==> config.mk <==
export PLATFORM = sky130hd
export DESIGN_NAME = gpio_apb_arbiter
export DESIGN_NICKNAME = d
export VERILOG_FILES = /design/src/rtl/gpio_apb_arbiter.sv
export SDC_FILE = /design/constraint.sdc
export NUM_CORES = 1
export LEC_CHECK = 0
export ABC_AREA = 1
export BUFFER_PORTS_ARGS = -buffer_cell sky130_fd_sc_hd__buf_4
export CORE_UTILIZATION = 49
export CTS_CLUSTER_DIAMETER = 30
export DETAILED_ROUTE_END_ITERATION = 10
export GPL_ROUTABILITY_DRIVEN = 0
export PLACE_DENSITY = 0.85
export SETUP_SLACK_MARGIN = 0.15
export SLEW_MARGIN = 20
export SYNTH_ARGS = -nofsm -noshare
export SYNTH_HDL_FRONTEND = slang
export SYNTH_SLANG_ARGS = --single-unit
==> constraint.sdc <==
create_clock -name PCLK -period 4.1 [get_ports PCLK]
set_input_delay 0.205 -clock PCLK [delete_from_list [all_inputs] [get_ports PCLK]]
set_output_delay 0.205 -clock PCLK [all_outputs]
set_load 0.02 [all_outputs]
==> src/rtl/gpio_apb_arbiter.sv <==
// Two-requester round-robin APB arbiter in front of the GPIO slave.
// Runs one downstream transfer at a time and returns PSLVERR if the slave stalls.
module gpio_apb_arbiter #(
   parameter int ADDR_W  = 8,
   parameter int DATA_W  = 32,
   parameter int TIMEOUT = 16
) (
   input  logic                  PCLK,
   input  logic                  PRESET,
   input  logic [1:0]            s_psel,
   input  logic [1:0]            s_penable,
   input  logic [1:0]            s_pwrite,
   input  logic [2*ADDR_W-1:0]   s_paddr,
   input  logic [2*DATA_W-1:0]   s_pwdata,
   output logic [DATA_W-1:0]     s_prdata,
   output logic [1:0]            s_pready,
   output logic [1:0]            s_pslverr,
   output logic                  m_psel,
   output logic                  m_penable,
   output logic                  m_pwrite,
   output logic [ADDR_W-1:0]     m_paddr,
   output logic [DATA_W-1:0]     m_pwdata,
   input  logic [DATA_W-1:0]     m_prdata,
   input  logic                  m_pready,
   input  logic                  m_pslverr,
   output logic [1:0]            grant
);

   typedef enum logic [1:0] {IDLE, SETUP, ACCESS, RESP} state_t;

   localparam int TW = (TIMEOUT > 1) ? $clog2(TIMEOUT + 1) : 1;
   localparam logic [TW-1:0] TO_LAST = TW'((TIMEOUT > 0) ? TIMEOUT - 1 : 0);

   state_t              state, state_nxt;
   logic                rr_ptr;
   logic [TW-1:0]       timer;
   logic [DATA_W-1:0]   rdata_q;
   logic                err_q;
   logic                win1;
   logic                timeout_hit;
   logic                in_resp;

   // PENABLE from the requesters carries no extra information here: a request is PSEL alone.
   logic unused_penable;
   assign unused_penable = &{1'b0, s_penable};

   assign win1        = s_psel[1] & (~s_psel[0] | rr_ptr);
   assign timeout_hit = (TIMEOUT != 0) && (timer == TO_LAST);
   assign in_resp     = (state == RESP);

   always_comb begin
      state_nxt = state;
      case (state)
         IDLE:    if (|s_psel) state_nxt = SETUP;
         SETUP:   state_nxt = ACCESS;
         ACCESS:  if (m_pready || timeout_hit) state_nxt = RESP;
         RESP:    state_nxt = IDLE;
         default: state_nxt = IDLE;
      endcase
   end

   always_ff @(posedge PCLK or posedge PRESET) begin
      if (PRESET) begin
         state    <= IDLE;
         rr_ptr   <= 1'b0;
         timer    <= '0;
         rdata_q  <= '0;
         err_q    <= 1'b0;
         grant    <= '0;
         m_pwrite <= 1'b0;
         m_paddr  <= '0;
         m_pwdata <= '0;
      end else begin
         state <= state_nxt;
         case (state)
            IDLE: begin
               if (|s_psel) begin
                  grant    <= win1 ? 2'b10 : 2'b01;
                  m_pwrite <= win1 ? s_pwrite[1] : s_pwrite[0];
                  m_paddr  <= win1 ? s_paddr[2*ADDR_W-1:ADDR_W] : s_paddr[ADDR_W-1:0];
                  m_pwdata <= win1 ? s_pwdata[2*DATA_W-1:DATA_W] : s_pwdata[DATA_W-1:0];
               end
            end
            SETUP: timer <= '0;
            ACCESS: begin
               if (m_pready) begin
                  rdata_q <= m_prdata;
                  err_q   <= m_pslverr;
               end else if (timeout_hit) begin
                  rdata_q <= '0;
                  err_q   <= 1'b1;
               end else if (timer != '1) begin
                  timer <= timer + 1'b1;
               end
            end
            RESP: begin
               grant  <= '0;
               rr_ptr <= ~grant[1];
            end
            default: ;
         endcase
      end
   end

   // Strobes are decoded from registered state/grant only, so they drop with the async reset.
   assign m_psel    = (state == SETUP) || (state == ACCESS);
   assign m_penable = (state == ACCESS);
   assign s_pready  = in_resp ? grant : 2'b00;
   assign s_pslverr = (in_resp && err_q) ? grant : 2'b00;
   assign s_prdata  = in_resp ? rdata_q : '0;

endmodule

==> results of run 1 <==
==> routing by layer <==
layer | vias to the layer above | global-route usage | share of wire
met4 | 0 | 0.110 | 0.026
met5 | - | 0 | 0
met1 | 1763 | 0.322 | 0.39
met2 | 139 | 0.429 | 0.53
met3 | 25 | 0.0419 | 0.054
li1 | 1793 | - | -
==> worst max-delay path: cells and delay by family, from the launching register on <==
kind                       cells  cell delay [ns]
buffers and inverters          1             0.12
AOI/OAI and AO/OA              1             0.18
DFF                            1             0.42
adders and majority gates      1             0.26
and+or+nand+nor                3             1.05
==> placed cells by master (no fill, tap or decap), drive strengths merged <==
master	netlist	routed
bufinv	0	1
a22o	32	32
nand2	173	173
nor2	10	10
nand4	1	1
ha	8	8
clkinv	0	4
inv	51	50
clkbuf	3	11
buf	19	204
dlygate4sd3	0	1
clkinvlp	0	1
o21ai	11	11
dfrtp	84	84
nand3	45	45
a21oi	3	3
o22ai	1	1
nand3b	1	1
==> kinds of logic (layout without fill, tap and decap cells) <==
logic type | Yosys count | count (layout) | synth area share
buffers and inverters | 73 | 272 | 0.0831
DFF | 84 | 84 | 0.541
AOI/OAI and AO/OA | 47 | 47 | 0.0947
adders and majority gates | 8 | 8 | 0.0258
and+or+nand+nor | 230 | 230 | 0.255
==> sequential cells by signal, indices dropped and copies added, names as in the netlist <==
name / cells
state: 2
timer: 5
rdata_q: 32
m_paddr: 8
grant: 2
m_pwdata: 32
err_q: 1
rr_ptr: 1
m_pwrite: 1
==> cell type report <==
cell class / instances / area (um2) / area share
clock inverters: 5 / 60.1 / 0.0106
clock buffers: 11 / 151 / 0.0267
multi-input cells: 285 / 1460 / 0.258
well taps: 102 / 128 / 0.0225
flip-flops and latches: 84 / 2100 / 0.371
repair buffers: 205 / 1570 / 0.278
inverters: 51 / 193 / 0.0340
==> cell usage after synthesis <==
library cell    n  area (um2)
nand2_1       153         574
dfrtp_1        84        2100
inv_1          51         191
nand3_1        45         225
a22o_1         32         280
nand2_2        20         125
buf_2          15        75.1
ha_1            8         100
nor2_1          8        30.0
o21ai_0         7        35.0
buf_6           4        45.0
a21oi_1         3        15.0
clkbuf_1        3        11.3
o21ai_1         3        15.0
nor2_4          2        22.5
nand3b_1        1        7.51
nand4_1         1        6.26
o21ai_4         1        16.3
o22ai_1         1        6.26
==> per-stage QoR <==
step	utilization	cells
detailed placement	0.705	725
global route	0.737	743
floorplan	-	442
finish	0.737	743
CTS	0.734	742
global placement	0.702	724
==> path summary, 6_finish.rpt <==
check,start,to,slack (ns),cells after the start
worst max-delay path,state[1]$_DFFE_PP0P_,m_pwdata[24]$_DFFE_PP0P_,2.00,6
worst min-delay path,s_pwdata[0],m_pwdata[0]$_DFFE_PP0P_,0.06,3
worst max register to register,state[1]$_DFFE_PP0P_,m_pwdata[24]$_DFFE_PP0P_,2.00,6
worst min register to register,m_pwdata[22]$_DFFE_PP0P_,m_pwdata[22]$_DFFE_PP0P_,0.50,2
max in group asynchronous,PRESET,grant[0]$_DFFE_PP0P_,2.58,4
min in group asynchronous,PRESET,m_pwdata[14]$_DFFE_PP0P_,0.52,3
==> report_power, final <==
part           switching (mW)  leakage (nW)  internal [mW]
clock network           0.296         0.106          0.316
logic                    1.10          2.10          0.829
registers               0.214          1.05           1.20
==> what timing repair did <==
action	4_1_cts	5_1_grt
endpoints found under the hold margin	41	0
resized for setup	0	0
hold buffers	1	0
setup endpoints to repair	0	0
==> results_dict.tcl, run 1 <==
set metrics [dict create \
    grt_pass1_wl_um 16800 \
    firstDrtPassIters 5 \
    worstPathRequired_ns 4.38 \
    initial_utilization 0.505 \
    numCtsBuffers 9 \
    cts.sinks 84 \
    finalSetupViolCount 0 \
    dieArea_mm2 0.00829 \
    relSlewSlack 0.333 \
    drive_above_1_share 0.382 \
    arrival_ns 2.38 \
    core_mm2 0.00769 \
    grt_pass1_vias 3571 \
    cp_slowest_cell "nor2_4" \
    port_buffers 200 \
    post_drt_wl_per_cell_um 14.0 \
    dieWidth_um 91.0 \
    period_share 0.513 \
    synth.distinct_cells 19 \
    final_cell_area_mm2 0.00567 \
    post_cts_buffers 0 \
    finalHoldViolations 0 \
    cts-root-buf "clkbuf_8" \
    track_usage 0.254 \
    dpl.hpwl_um 7380 \
    holdCritPathClass "in2reg" \
    ys_warn_count 0 \
    crit_type "reg2reg" \
    worstSetupStartpointType "register" \
    fin_skew_ns 0.0140 \
    boundaryPins 203 \
    max_stage_delay_ns 0.78 \
    pwr_density_cell_mw_per_mm2 699 \
    antenna_found_initial 0 \
    synth-seq-cells 84 \
    ir_drop_v 0.000531 \
    end_kind "register" \
    nets 766 \
    cts_tree "yes" \
    setup_tns_ns 0 \
    placed_cell_area_mm2 0.00542 \
    wl_um 10400 \
    status "completed" \
    clkLatencyLatePin_ns 0.34 \
    p_total_mw 3.96 \
    finalMaxSlewViolations 0 \
    rows 32 \
    num_vias 3720 \
    period_needed_ns 2.10 \
    die_h_um 91.0 \
    htree_levels 3 \
    final_antenna_net_count 0 \
    whs_ns 0.0581 \
    drt_iter0_drc 223 \
    syn_nets 572 \
    grt_max_degree 45 \
    netlist_area_mm2 0.00388 \
    rsz0062_at_grt "false" \
    p_leak_nw 3.26 \
    cts_max_path_buffers 2 \
    cap_violations 0 \
    post-place-ws_ns 1.73 \
    synthCells 442 \
    drc 0 \
    gr-total-overflow 0 \
    antennaDiodeCount 0 \
    syn_area_per_cell_um2 8.79 \
    max_freq_mhz 475 \
    ys_seq_area_frac 0.541 \
    path_max_fanout 42 \
    syn_to_final_growth_pct 46.0 \
    routed_via_density 5.01 \
    fillers 577 \
    tightest_slew_ns 1.00 \
    clkTransAtPathRegs_ns 0.09 \
    cp_cell_sequence "inv_1 -> ha_1 -> o21ai_4 -> nor2_4 -> nand2_1 -> nand3_1" \
    setup_ws_ns 2.00 \
]
(Power assumes the default switching activity.)
==> inputs of run 2 (changes only) <==
Settings changed: CORE_UTILIZATION 49 to 45, PLACE_DENSITY 0.85 to 0.79.
Clock period 4.1 ns to 1.96 ns, I/O delays scaled along.
==> results_dict.tcl, run 2 (same netlist as run 1, synthesis figures left out) <==
set metrics [dict create \
    dieWidth_um 94.9 \
    path_buf_inv 2 \
    drc 0 \
    finalHoldViolations 0 \
    grt.met3_usage 0.0717 \
    cap_violations 0 \
    period_needed_ns 1.80 \
    num_vias 4500 \
    initial_utilization 0.468 \
    ir_drop_v 0.000747 \
    cts_tree "yes" \
    tightest_slew_ns 0.486 \
    dieArea_mm2 0.00901 \
    antennaDiodeCount 0 \
    r2r_end "rdata_q[20]$_DFFE_PP0P_" \
    grt_max_degree 85 \
    nets 887 \
    worstHoldPathCells 2 \
    clkTransAtPathRegs_ns 0.08 \
    holdCritPathClass "in2reg" \
    path_max_fanout 17 \
    port_buffers 200 \
    post_drt_wl_per_cell_um 17.1 \
    finalMaxSlewViolations 0 \
    cp_cell_sequence "ha_1 -> nand2_1 -> nor2_2 -> ha_1 -> nor2_2 -> inv_1 -> nand2_2 -> buf_12 -> a22o_1" \
    p_total_mw 8.83 \
    layout_common_cells "buf_4 (206), nand2_1 (152), dlygate4sd3_1 (113)" \
    max_freq_mhz 556 \
    finalSetupViolCount 0 \
    hp-start "m_prdata[4]" \
    htree_levels 3 \
    cts.sinks 84 \
    status "completed" \
    routed_via_density 5.20 \
    fin_skew_ns 0.0138 \
    post-place-ws_ns 0.173 \
    end_kind "register" \
    max_stage_delay_ns 0.41 \
    p_leak_nw 3.77 \
    busiest_layer "met2" \
    relSlewSlack 0.674 \
    period_share 0.918 \
    numCtsBuffers 9 \
    setup_ws_ns 0.161 \
    setup_tns_ns 0 \
    final_antenna_net_count 0 \
    rsz0062_at_grt "false" \
    reg.largest.list "m_pwdata: 32 flops, rdata_q: 32 flops, m_paddr: 8 flops" \
    worstSetupStartpointType "register" \
    grt_pass1_vias 4539 \
    track_usage 0.322 \
    syn_to_final_growth_pct 78.0 \
    gr-total-overflow 0 \
    clkLatencyLatePin_ns 0.34 \
    rr_worst_depth 9 \
    holdPathEnd "rdata_q[4]$_DFFE_PP0P_" \
    r2r_slack_ns 0.16 \
    drive_above_1_share 0.338 \
    crit_family "simple AND/OR/NAND/NOR gates" \
    boundaryPins 203 \
    drt_iter0_drc 254 \
    final_common_cell "buf_4" \
    rows 33 \
    die_h_um 94.9 \
    cp_slowest_cell "dfrtp_1" \
    grt_pass1_wl_um 21900 \
    wl_um 14800 \
    core_mm2 0.00830 \
    crit_type "reg2reg" \
    use_met2 0.568 \
    cts-root-buf "clkbuf_8" \
    dpl.hpwl_um 7870 \
    cts_max_path_buffers 2 \
    pwr_density_cell_mw_per_mm2 1280 \
    firstDrtPassIters 4 \
    antenna_found_initial 0 \
    timing.rr.start "timer[0]$_DFFE_PP0P_" \
    use_met1 0.338 \
    arrival_ns 2.06 \
    worstPathRequired_ns 2.22 \
]
-- run 2: cell types whose count changed in the layout (fill, tap and decap cells not counted), sizes merged --
cell         change
dlygate4sd3    +112
buf              +8
clkinv           -1
clkinvlp         +1
-- run 2: how the worst max path moves through the flow --
stage | from | endpoint | slack [ns] | cells past startpoint
floorplan | timer[0]$_DFFE_PP0P_ | err_q$_DFFE_PP0P_ | 0.34 | 9
global placement | timer[0]$_DFFE_PP0P_ | state[1]$_DFFE_PP0P_ | 0.27 | 8
detailed placement | timer[0]$_DFFE_PP0P_ | state[0]$_DFFE_PP0P_ | 0.17 | 8
CTS | timer[0]$_DFFE_PP0P_ | state[0]$_DFFE_PP0P_ | 0.16 | 8
global route | timer[0]$_DFFE_PP0P_ | state[0]$_DFFE_PP0P_ | 0.08 | 9
finish | timer[0]$_DFFE_PP0P_ | rdata_q[20]$_DFFE_PP0P_ | 0.16 | 9
-- run 2: final cells by class --
| cell class | instances | area (um2) |
|---|---|---|
| Clock buffer | 10 | 138 |
| Clock inverter | 5 | 52.6 |
| Fill cell | 449 | 1390 |
| Inverter | 51 | 195 |
| Multi-Input combinational cell | 285 | 1480 |
| Sequential cell | 84 | 2100 |
| Tap cell | 105 | 131 |
| Timing Repair Buffer | 326 | 2810 |
-- run 2: per-layer routing --
layer,vias up,part of all wire
met1,2157,0.34
met4,0,0.067
met3,88,0.048
met5,-,0
met2,220,0.54
li1,2035,-
-- run 2: timing repair --
action                                 in CTS  in global routing
hold buffers                              112                  1
endpoints found under the hold margin     155                  1
setup endpoints to repair                  25                 70
resized for setup                           1                  7
gates cloned                                0                  1
buffers inserted                            0                  3
pin swaps                                   0                  2
-- run 2: stage by stage --
stage / instance area [um2] / hold slack [ns] / util / instances
after floorplan: 3890 / 0.218 / - / 442
after global placement: 5520 / 0.265 / 0.665 / 734
after detailed placement: 5520 / 0.267 / 0.665 / 734
after CTS: 6830 / 0.000381 / 0.823 / 861
after global routing: 6910 / 0.00288 / 0.833 / 866
final: 6910 / 0.0142 / 0.833 / 866
-- run 2: power by group --
group          total (mW)  switching (mW)  internal (mW)
combinational        4.58            2.56           2.02
sequential           3.04           0.523           2.52
clock                1.21           0.600          0.611
